$ cat src/rtl/instr_fetch_unit_if.sv
// Fetch-unit bus bundle: instruction-memory read port, redirect, fetch gate and decode handshake.
interface instr_fetch_unit_if #(
    parameter int unsigned ADDR_W = 7,
    parameter int unsigned DATA_W = 32
);
    logic              fetch_en;
    logic [ADDR_W-1:0] r_addr_imem;
    logic [DATA_W-1:0] r_data_imem;
    logic              redirect_valid;
    logic [ADDR_W-1:0] redirect_pc;
    logic              out_valid;
    logic              out_ready;
    logic [DATA_W-1:0] out_instr;
    logic [ADDR_W-1:0] out_pc;

    // Fetch unit side
    modport master (
        input  fetch_en,
        output r_addr_imem,
        input  r_data_imem,
        input  redirect_valid,
        input  redirect_pc,
        output out_valid,
        input  out_ready,
        output out_instr,
        output out_pc
    );

    // Environment side: memory, branch unit and decode
    modport slave (
        output fetch_en,
        input  r_addr_imem,
        output r_data_imem,
        output redirect_valid,
        output redirect_pc,
        input  out_valid,
        output out_ready,
        input  out_instr,
        input  out_pc
    );
endinterface

$ cat src/rtl/instr_fetch_unit.sv
// Instruction fetch stage: owns the PC, reads combinational instruction memory,
// buffers {pc, instr} in a small queue and hands it to decode over valid/ready.
module instr_fetch_unit #(
    parameter int unsigned ADDR_W      = 7,
    parameter int unsigned DATA_W      = 32,
    parameter int unsigned RESET_PC    = 0,
    parameter int unsigned QUEUE_DEPTH = 2
) (
    input logic                  clk,
    input logic                  rst,
    instr_fetch_unit_if.master   bus
);
    localparam int unsigned PTR_W = $clog2(QUEUE_DEPTH);
    localparam int unsigned CNT_W = $clog2(QUEUE_DEPTH + 1);
    localparam logic [CNT_W-1:0]  DEPTH_C = CNT_W'(QUEUE_DEPTH);
    localparam logic [ADDR_W-1:0] RST_PC_C = ADDR_W'(RESET_PC);

    typedef struct packed {
        logic [ADDR_W-1:0] pc;
        logic [DATA_W-1:0] instr;
    } entry_t;

    logic [ADDR_W-1:0] pc_q, pc_d;
    logic [CNT_W-1:0]  count_q, count_d;
    logic [PTR_W-1:0]  wr_ptr_q, wr_ptr_d;
    logic [PTR_W-1:0]  rd_ptr_q, rd_ptr_d;
    entry_t            queue_q [QUEUE_DEPTH];
    entry_t            queue_d [QUEUE_DEPTH];

    logic head_valid_c;
    logic deq_c;
    logic enq_c;
    logic unused_redirect_lsb;

    // Low target bits are forced to zero, so they never reach the PC
    assign unused_redirect_lsb = ^bus.redirect_pc[1:0];

    // Handshake qualifiers for this cycle
    assign head_valid_c = (count_q != '0);
    assign deq_c        = head_valid_c & bus.out_ready;
    assign enq_c        = bus.fetch_en & ~bus.redirect_valid & ((count_q < DEPTH_C) | deq_c);

    // Next-state: redirect flushes and retargets, otherwise push/pop the queue
    always_comb begin
        pc_d     = pc_q;
        count_d  = count_q;
        wr_ptr_d = wr_ptr_q;
        rd_ptr_d = rd_ptr_q;
        queue_d  = queue_q;

        if (bus.redirect_valid) begin
            pc_d     = {bus.redirect_pc[ADDR_W-1:2], 2'b00};
            count_d  = '0;
            wr_ptr_d = '0;
            rd_ptr_d = '0;
        end else begin
            if (enq_c) begin
                queue_d[wr_ptr_q] = '{pc: pc_q, instr: bus.r_data_imem};
                wr_ptr_d          = wr_ptr_q + PTR_W'(1);
                pc_d              = pc_q + ADDR_W'(4);
            end
            if (deq_c) begin
                rd_ptr_d = rd_ptr_q + PTR_W'(1);
            end
            count_d = count_q + CNT_W'(enq_c) - CNT_W'(deq_c);
        end
    end

    // State registers; queue payload needs no reset since count gates it
    always_ff @(posedge clk) begin
        if (rst) begin
            pc_q     <= RST_PC_C;
            count_q  <= '0;
            wr_ptr_q <= '0;
            rd_ptr_q <= '0;
        end else begin
            pc_q     <= pc_d;
            count_q  <= count_d;
            wr_ptr_q <= wr_ptr_d;
            rd_ptr_q <= rd_ptr_d;
        end
    end

    // Queue storage
    always_ff @(posedge clk) begin
        queue_q <= queue_d;
    end

    // Outputs come straight from flops; empty queue presents zeros
    assign bus.r_addr_imem = pc_q;
    assign bus.out_valid   = head_valid_c;
    assign bus.out_pc      = head_valid_c ? queue_q[rd_ptr_q].pc    : '0;
    assign bus.out_instr   = head_valid_c ? queue_q[rd_ptr_q].instr : '0;
endmodule

$ cat src/flat_wrapper.sv
// flat-port wrapper written by rule: the top's interface ports become plain ports
module instr_fetch_unit_flat 
#(
    parameter int unsigned ADDR_W      = 7,
    parameter int unsigned DATA_W      = 32,
    parameter int unsigned RESET_PC    = 0,
    parameter int unsigned QUEUE_DEPTH = 2
)
  (clk, rst, bus_fetch_en, bus_r_addr_imem, bus_r_data_imem, bus_redirect_valid, bus_redirect_pc, bus_out_valid, bus_out_ready, bus_out_instr, bus_out_pc);
  instr_fetch_unit_if #(.ADDR_W(ADDR_W), .DATA_W(DATA_W)) bus_i ();
  input logic clk;
  input logic rst;
  input wire logic [$bits(bus_i.fetch_en)-1:0] bus_fetch_en;
  output wire logic [$bits(bus_i.r_addr_imem)-1:0] bus_r_addr_imem;
  input wire logic [$bits(bus_i.r_data_imem)-1:0] bus_r_data_imem;
  input wire logic [$bits(bus_i.redirect_valid)-1:0] bus_redirect_valid;
  input wire logic [$bits(bus_i.redirect_pc)-1:0] bus_redirect_pc;
  output wire logic [$bits(bus_i.out_valid)-1:0] bus_out_valid;
  input wire logic [$bits(bus_i.out_ready)-1:0] bus_out_ready;
  output wire logic [$bits(bus_i.out_instr)-1:0] bus_out_instr;
  output wire logic [$bits(bus_i.out_pc)-1:0] bus_out_pc;
  assign bus_i.fetch_en = bus_fetch_en;
  assign bus_r_addr_imem = bus_i.r_addr_imem;
  assign bus_i.r_data_imem = bus_r_data_imem;
  assign bus_i.redirect_valid = bus_redirect_valid;
  assign bus_i.redirect_pc = bus_redirect_pc;
  assign bus_out_valid = bus_i.out_valid;
  assign bus_i.out_ready = bus_out_ready;
  assign bus_out_instr = bus_i.out_instr;
  assign bus_out_pc = bus_i.out_pc;
  instr_fetch_unit #(.ADDR_W(ADDR_W), .DATA_W(DATA_W), .RESET_PC(RESET_PC), .QUEUE_DEPTH(QUEUE_DEPTH)) u_core (.clk(clk), .rst(rst), .bus(bus_i));
endmodule
$ cat config.mk
export PLATFORM = sky130hd
export DESIGN_NAME = instr_fetch_unit_flat
export DESIGN_NICKNAME = d
export VERILOG_FILES = /design/src/rtl/instr_fetch_unit_if.sv /design/src/rtl/instr_fetch_unit.sv /design/src/flat_wrapper.sv
export SDC_FILE = /design/constraint.sdc
export NUM_CORES = 1
export LEC_CHECK = 0
export CORE_MARGIN = 5
export CORE_UTILIZATION = 45
export CTS_CLUSTER_SIZE = 24
export DETAILED_ROUTE_END_ITERATION = 10
export GPL_TIMING_DRIVEN = 0
export PLACE_DENSITY = 0.85
export SLEW_MARGIN = 20
export SYNTH_ARGS = -nofsm -noshare
export SYNTH_HDL_FRONTEND = slang
export SYNTH_SLANG_ARGS = --single-unit
$ cat constraint.sdc
create_clock -name clk -period 6.4 [get_ports clk]
set_input_delay 1.28 -clock clk [delete_from_list [all_inputs] [get_ports clk]]
set_output_delay 1.28 -clock clk [all_outputs]
set_load 0.01 [all_outputs]
==> results.tsv, run 1 <==
metric	value	unit
antenna violations before repair	0	
drt total wl	6.594	mm
storage element area	2402	um2
crit start category	flip-flop	
WP data required	5120	ps
WS Path Type	flip-flop to output port	
clock tree buffer depth	2	
Pwr Total	0.001106	W
Final Hold Fails	0	
worst clock skew	6.313	ps
Yosys warning total	0	
top-level I/O count	91	
Mapped Area	3341	um2
CTS tree	yes	
Die X	96.16	um
core area	7253	um2
via count of the routed design	2133	
# nets final	376	
Root Buffer	clkbuf_8	
R2R cell count	6	
first-pass GRT wire length	10.04	mm
Tmin final	3391	ps
post-route ant nets	0	
Synth Instances	225	
dpl ws	3225	ps
Final Max Tran Viols	0	
P&R area growth vs syn	37.00	%
most frequent cells in the layout	clkdlybuf4s50_1, edfxtp_1, nor2_1, mux2i_1, buf_4	
sequential share of power	0.558	
DRC	0	
CTS H-tree lvls	3	
Synth area leaders	edfxtp_1, mux2i_1, dfxtp_1	
P_sw	0.0002460	W
First DRT Iteration DRCs	54	
static leakage	1.539	nW
commonest non-fill, non-tap cell in the layout	clkdlybuf4s50_1	
RSZ-0062 raised after global routing	false	
die area	9247	um2
worst hold path type	flip-flop to flip-flop	
Hold Path Origin	u_core.wr_ptr_q$_SDFFE_PP0P_	
# resized after CTS	0	
DP HPWL	4.886	mm
setup repair bufs after CTS	0	
share of cells above drive strength 1	0.1313	
wire length per cell	15.19	um
Synth cell types	33	
Max VDD drop	0.1367	mV
power per cell area	241.7	nW/um2
Mapped Avg Cell Area	14.85	um2
Sw Share	0.2224	
Final Setup Violations	0	
CTS buffer count	9	
Multi-input gate area	832.0	um2
filler instances	561	
sequential fraction of the synthesis area	0.7191	
WHS Path Cells	2	
worst skew pair latency	340	ps
FF-to-FF Start	u_core.count_q[1]$_SDFF_PP0_	
vias in the first global route	2120	
diodes inserted	0	
Gate power share	0.120	
Hold Buf Count CTS	0	
via density per instance	4.915	
row count	31	
Synth top area share	0.6652	
Period Utilization, post-route	0.5298	
CTS clock-pin slew for the worst setup and hold paths	80	ps
clock sinks	83	
drt pass-1 iters	7	
pin count of the biggest net entering global routing	15	
fmax	294.9	MHz
Setup crit end kind	output port	
P_int	0.0008601	W
Die Ht	96.16	um
placed insts	418	
final setup margin	3009	ps
outcome	finished clean	
top cell type by total area after synthesis	edfxtp_1	
synthesized flop and latch total	83	
max cap viols	0	
# port buffers	83	
Clock Power Share	0.322	
worst-path maximum fanout	10	
routability cong.	0.7385	
Layout Cells excl Fill	434	
Total GRT Usage	0.1483	
Starting Density	0.4606	
GRT Residual Overflow	0	
Worst EP arrival	2110	ps
Critical path origin	u_core.count_q[1]$_SDFF_PP0_	
stage by stage:
step | hold WS [ps] | cell area (um2) | TNS [ps] | utilization
6_report | 512.6 | 4577 | 0 | 0.6310
5_1_grt | 536.3 | 4577 | 0 | 0.6310
4_1_cts | 516.9 | 4577 | 0 | 0.6310
3_5_place_dp | 499.5 | 4384 | 0 | 0.6045
3_3_place_gp | 474.4 | 4307 | -21660 | 0.5938
2_1_floorplan | 464.5 | 3352 | 0 | -
layout make-up:
type	instances	area share
Clock buffer	9	0.02706
Buffer	14	0.01941
Sequential cell	83	0.5249
Timing Repair Buffer	91	0.1963
Multi-Input combinational cell	122	0.1818
Inverter	9	0.008475
Tap cell	99	0.02706
Clock inverter	7	0.01504
critical path: stages, from the launching register on:
cell,delay [ps]
dfxtp_1,360
nor2_1,140
clkbuf_1,400
buf_2,310
nor2_1,80
clkdlybuf4s50_1,480
cells in the mapped netlist:
cell / instances
edfxtp_1: 74
nor2_1: 44
mux2i_1: 37
dfxtp_1: 9
inv_1: 7
buf_4: 6
buf_2: 5
o21ai_0: 5
a311oi_1: 4
nand4_1: 3
a21oi_1: 2
a31o_2: 2
and3_1: 2
clkbuf_1: 2
ha_1: 2
nand3_1: 2
nor3b_1: 2
xor2_1: 2
a311oi_2: 1
a31oi_1: 1
and2b_4: 1
buf_6: 1
clkinv_1: 1
conb_1: 1
inv_6: 1
nand2_1: 1
nand2b_1: 1
nor3_1: 1
o31ai_1: 1
or2_2: 1
or3_1: 1
or3_2: 1
or4_4: 1
power groups by stage:
stage | combinational [W] | clock, W | sequential (W)
after global placement | 0.000126 | 0 | 0.000630
after detailed placement | 0.000134 | 0 | 0.000630
after floorplan | 0.0000557 | 0 | 0.000630
after global routing | 0.000144 | 0.000387 | 0.000619
after CTS | 0.000134 | 0.000367 | 0.000617
final | 0.000132 | 0.000356 | 0.000617
path summary, 6_finish.rpt:
| path | endpoint | slack, ps |
|---|---|---|
| worst max-delay path | bus_out_instr[25] | 3010 |
| worst min-delay path | u_core.wr_ptr_q$_SDFFE_PP0P_ | 510 |
| worst max register to register | u_core.queue_q[17]$_DFFE_PP_ | 4700 |
| worst min register to register | u_core.wr_ptr_q$_SDFFE_PP0P_ | 510 |
per-layer routing:
metal | vias to the layer above | GRT usage | wire, um
met5 | - | 0 | 0
met4 | 0 | 0.06043 | 136
met3 | 13 | 0.04378 | 393
met2 | 71 | 0.2588 | 3518
met1 | 1019 | 0.1691 | 2544
li1 | 1030 | - | -
flip-flops by register name, summed over array words and instances (netlist names):
signal,flops
u_core.rd_ptr_q,1
u_core.queue_q,74
u_core.count_q,2
u_core.bus.r_addr_imem,5
u_core.wr_ptr_q,1
kinds of logic (layout without fill, tap and decap cells):
family / count (synthesis) / in the layout / share of synthesized area
mux: 37 / 37 / 0.1109
xor+xnor: 2 / 2 / 0.005244
compound gates: 16 / 16 / 0.03483
fa+ha+maj: 2 / 2 / 0.007489
simple gates: 61 / 61 / 0.08315
flops: 83 / 83 / 0.7191
other cells: 1 / 4 / 0.001123
buf+inv: 23 / 130 / 0.03820
Power figures use the tool's default switching activity.
==> run 2, diff against run 1 <==
==> constraint.sdc (replaced) <==
create_clock -name clk -period 3.3 [get_ports clk]
set_input_delay 0.66 -clock clk [delete_from_list [all_inputs] [get_ports clk]]
set_output_delay 0.66 -clock clk [all_outputs]
set_load 0.01 [all_outputs]
==> run 2 against run 1 <==
Effect of this change: hold slack got worse by 17 ps; sequential share of layout area shrank 0.20 points; clock power increased by 110%; via count fell by 2.3%; first-iteration DRC count rose by 5.6%; count of clock-buffer cells in the layout is the same; utilization is 0.24 points higher; flip-flop and latch count unchanged.
==> results.tsv, run 2 (synthesized netlist as in run 1, its figures left out) <==
metric	value	unit
worst-margin pin slew	752.6	ps
via density per instance	4.849	
Multi-input gate area	844.6	um2
Final Max Tran Viols	0	
via count of the routed design	2085	
Critical Path Max Stage Delay	490	ps
diodes inserted	0	
Setup crit end kind	output port	
share of cells above drive strength 1	0.1269	
worst clock skew	7.205	ps
slowest CP cell	clkdlybuf4s50_1	
storage element area	2402	um2
power per cell area	476.4	nW/um2
FF-to-FF Start	u_core.count_q[1]$_SDFF_PP0_	
First DRT Iteration DRCs	57	
post-route ant nets	0	
Largest Register	u_core.queue_q	
static leakage	1.543	nW
Total GRT Usage	0.1462	
DRC	0	
CTS H-tree lvls	3	
# port buffers	83	
Reg2Reg Setup Slack	1350	ps
RSZ-0062 raised after global routing	false	
Worst EP arrival	2120	ps
Starting Density	0.4606	
core area	7253	um2
cell family with most CP delay	buffers and inverters	
CP Cell Sequence	nor2_1 > clkbuf_1 > buf_2 > nor2_1 > clkdlybuf4s50_1	
commonest non-fill, non-tap cell in the layout	clkdlybuf4s50_1	
filler instances	519	
R2R cell count	5	
# resized after CTS	0	
# nets final	372	
Period Utilization, post-route	0.8423	
CTS tree	yes	
die area	9247	um2
first-pass GRT wire length	10.13	mm
WP data required	2640	ps
Hold Buf Count CTS	0	
Final Setup Violations	0	
worst skew pair latency	330	ps
DP HPWL	4.650	mm
Die Ht	96.16	um
DP Area	4389	um2
drt pass-1 iters	4	
vias in the first global route	2193	
Root Buffer	clkbuf_8	
pin count of the biggest net entering global routing	17	
Slew HR	0.4966	
WS Path Type	flip-flop to output port	
max cap viols	0	
GRT Residual Overflow	0	
most frequent cells in the layout	clkdlybuf4s50_1, edfxtp_1, nor2_1, mux2i_1	
worst-path maximum fanout	10	
clock sinks	83	
outcome	finished clean	
CTS buffer count	9	
WHS Path Cells	0	
row count	31	
endpoint with the worst hold slack	u_core.queue_q[38]$_DFFE_PP_	
fmax	359.7	MHz
Buffers & Inverters on Critical Path	3	
post-route cell area	4594	um2
routability cong.	0.7440	
Max VDD drop	0.3039	mV
drt total wl	6.336	mm
Crit Reg-Reg Endpoint	u_core.queue_q[0]$_DFFE_PP_	
wire length per cell	14.73	um
worst hold path type	flip-flop to flip-flop	
crit start category	flip-flop	
Die X	96.16	um
antenna violations before repair	0	
cell mode on critical path	nor2_1	
CTS clock-pin slew for the worst setup and hold paths	90	ps
Tmin final	2780	ps
top-level I/O count	91	
Hold Path Origin	u_core.bus.r_addr_imem[6]$_SDFFE_PP0P_	
max reg flops	74	
clock tree buffer depth	2	
final core utilization	0.6334	
P&R area growth vs syn	37.53	%
Final Hold Fails	0	
setup repair bufs after CTS	0	
## run 2: cell count changes in the layout (fill, tap and decap cells not counted), sizes merged
cell      delta
buf          -4
inv          +4
clkinvlp     -2
clkinv       -2
## run 2: how the worst max path moves through the flow
| stage | from | to | slack (ps) | depth (start not counted) |
|---|---|---|---|---|
| 4_1_cts | u_core.count_q[1]$_SDFF_PP0_ | bus_out_instr[23] | 470 | 5 |
| 2_1_floorplan | bus_out_ready | u_core.queue_q[0]$_DFFE_PP_ | 380 | 4 |
| 3_5_place_dp | bus_out_ready | u_core.queue_q[7]$_DFFE_PP_ | 480 | 6 |
| 6_report | u_core.count_q[1]$_SDFF_PP0_ | bus_out_instr[23] | 520 | 5 |
| 5_1_grt | u_core.count_q[1]$_SDFF_PP0_ | bus_out_instr[19] | 320 | 5 |
| 3_3_place_gp | bus_out_ready | u_core.queue_q[18]$_DFFE_PP_ | -950 | 5 |
## run 2: metrics by stage
stage                     hold slack [ps]  std cells  worst slack, ps  power [W]  setup TNS [ps]
after CTS                           501.6        430            466.7   0.002216               0
after global placement              474.1        410           -951.5   0.001466          -67910
after global routing                529.0        430            322.0   0.002280               0
after floorplan                     474.2        228            380.6   0.001329               0
final                               495.3        430            520.3   0.002189               0
after detailed placement            471.8        414            479.7   0.001481               0
## run 2: where the power goes
part           switching [W]  leakage [nW]  internal, W  total [W]
registers          0.0000148         0.755      0.00118    0.00120
logic               0.000116         0.687     0.000141   0.000257
clock network       0.000373         0.101     0.000362   0.000735
## run 2: area by class of cell
| cell class | instances | share of cell area |
|---|---|---|
| multi-input cells | 122 | 0.1838 |
| clock inverters | 7 | 0.01770 |
| well taps | 99 | 0.02696 |
| plain buffers | 14 | 0.01934 |
| repair buffers | 87 | 0.1939 |
| flip-flops and latches | 83 | 0.5229 |
| clock buffers | 9 | 0.02696 |
| inverters | 9 | 0.008442 |
## run 2: metal layers
metal | track usage | routed length [um]
met1 | 0.1597 | 2482
met2 | 0.2668 | 3419
met3 | 0.03831 | 380
met4 | 0.05924 | 53
met5 | 0 | 0
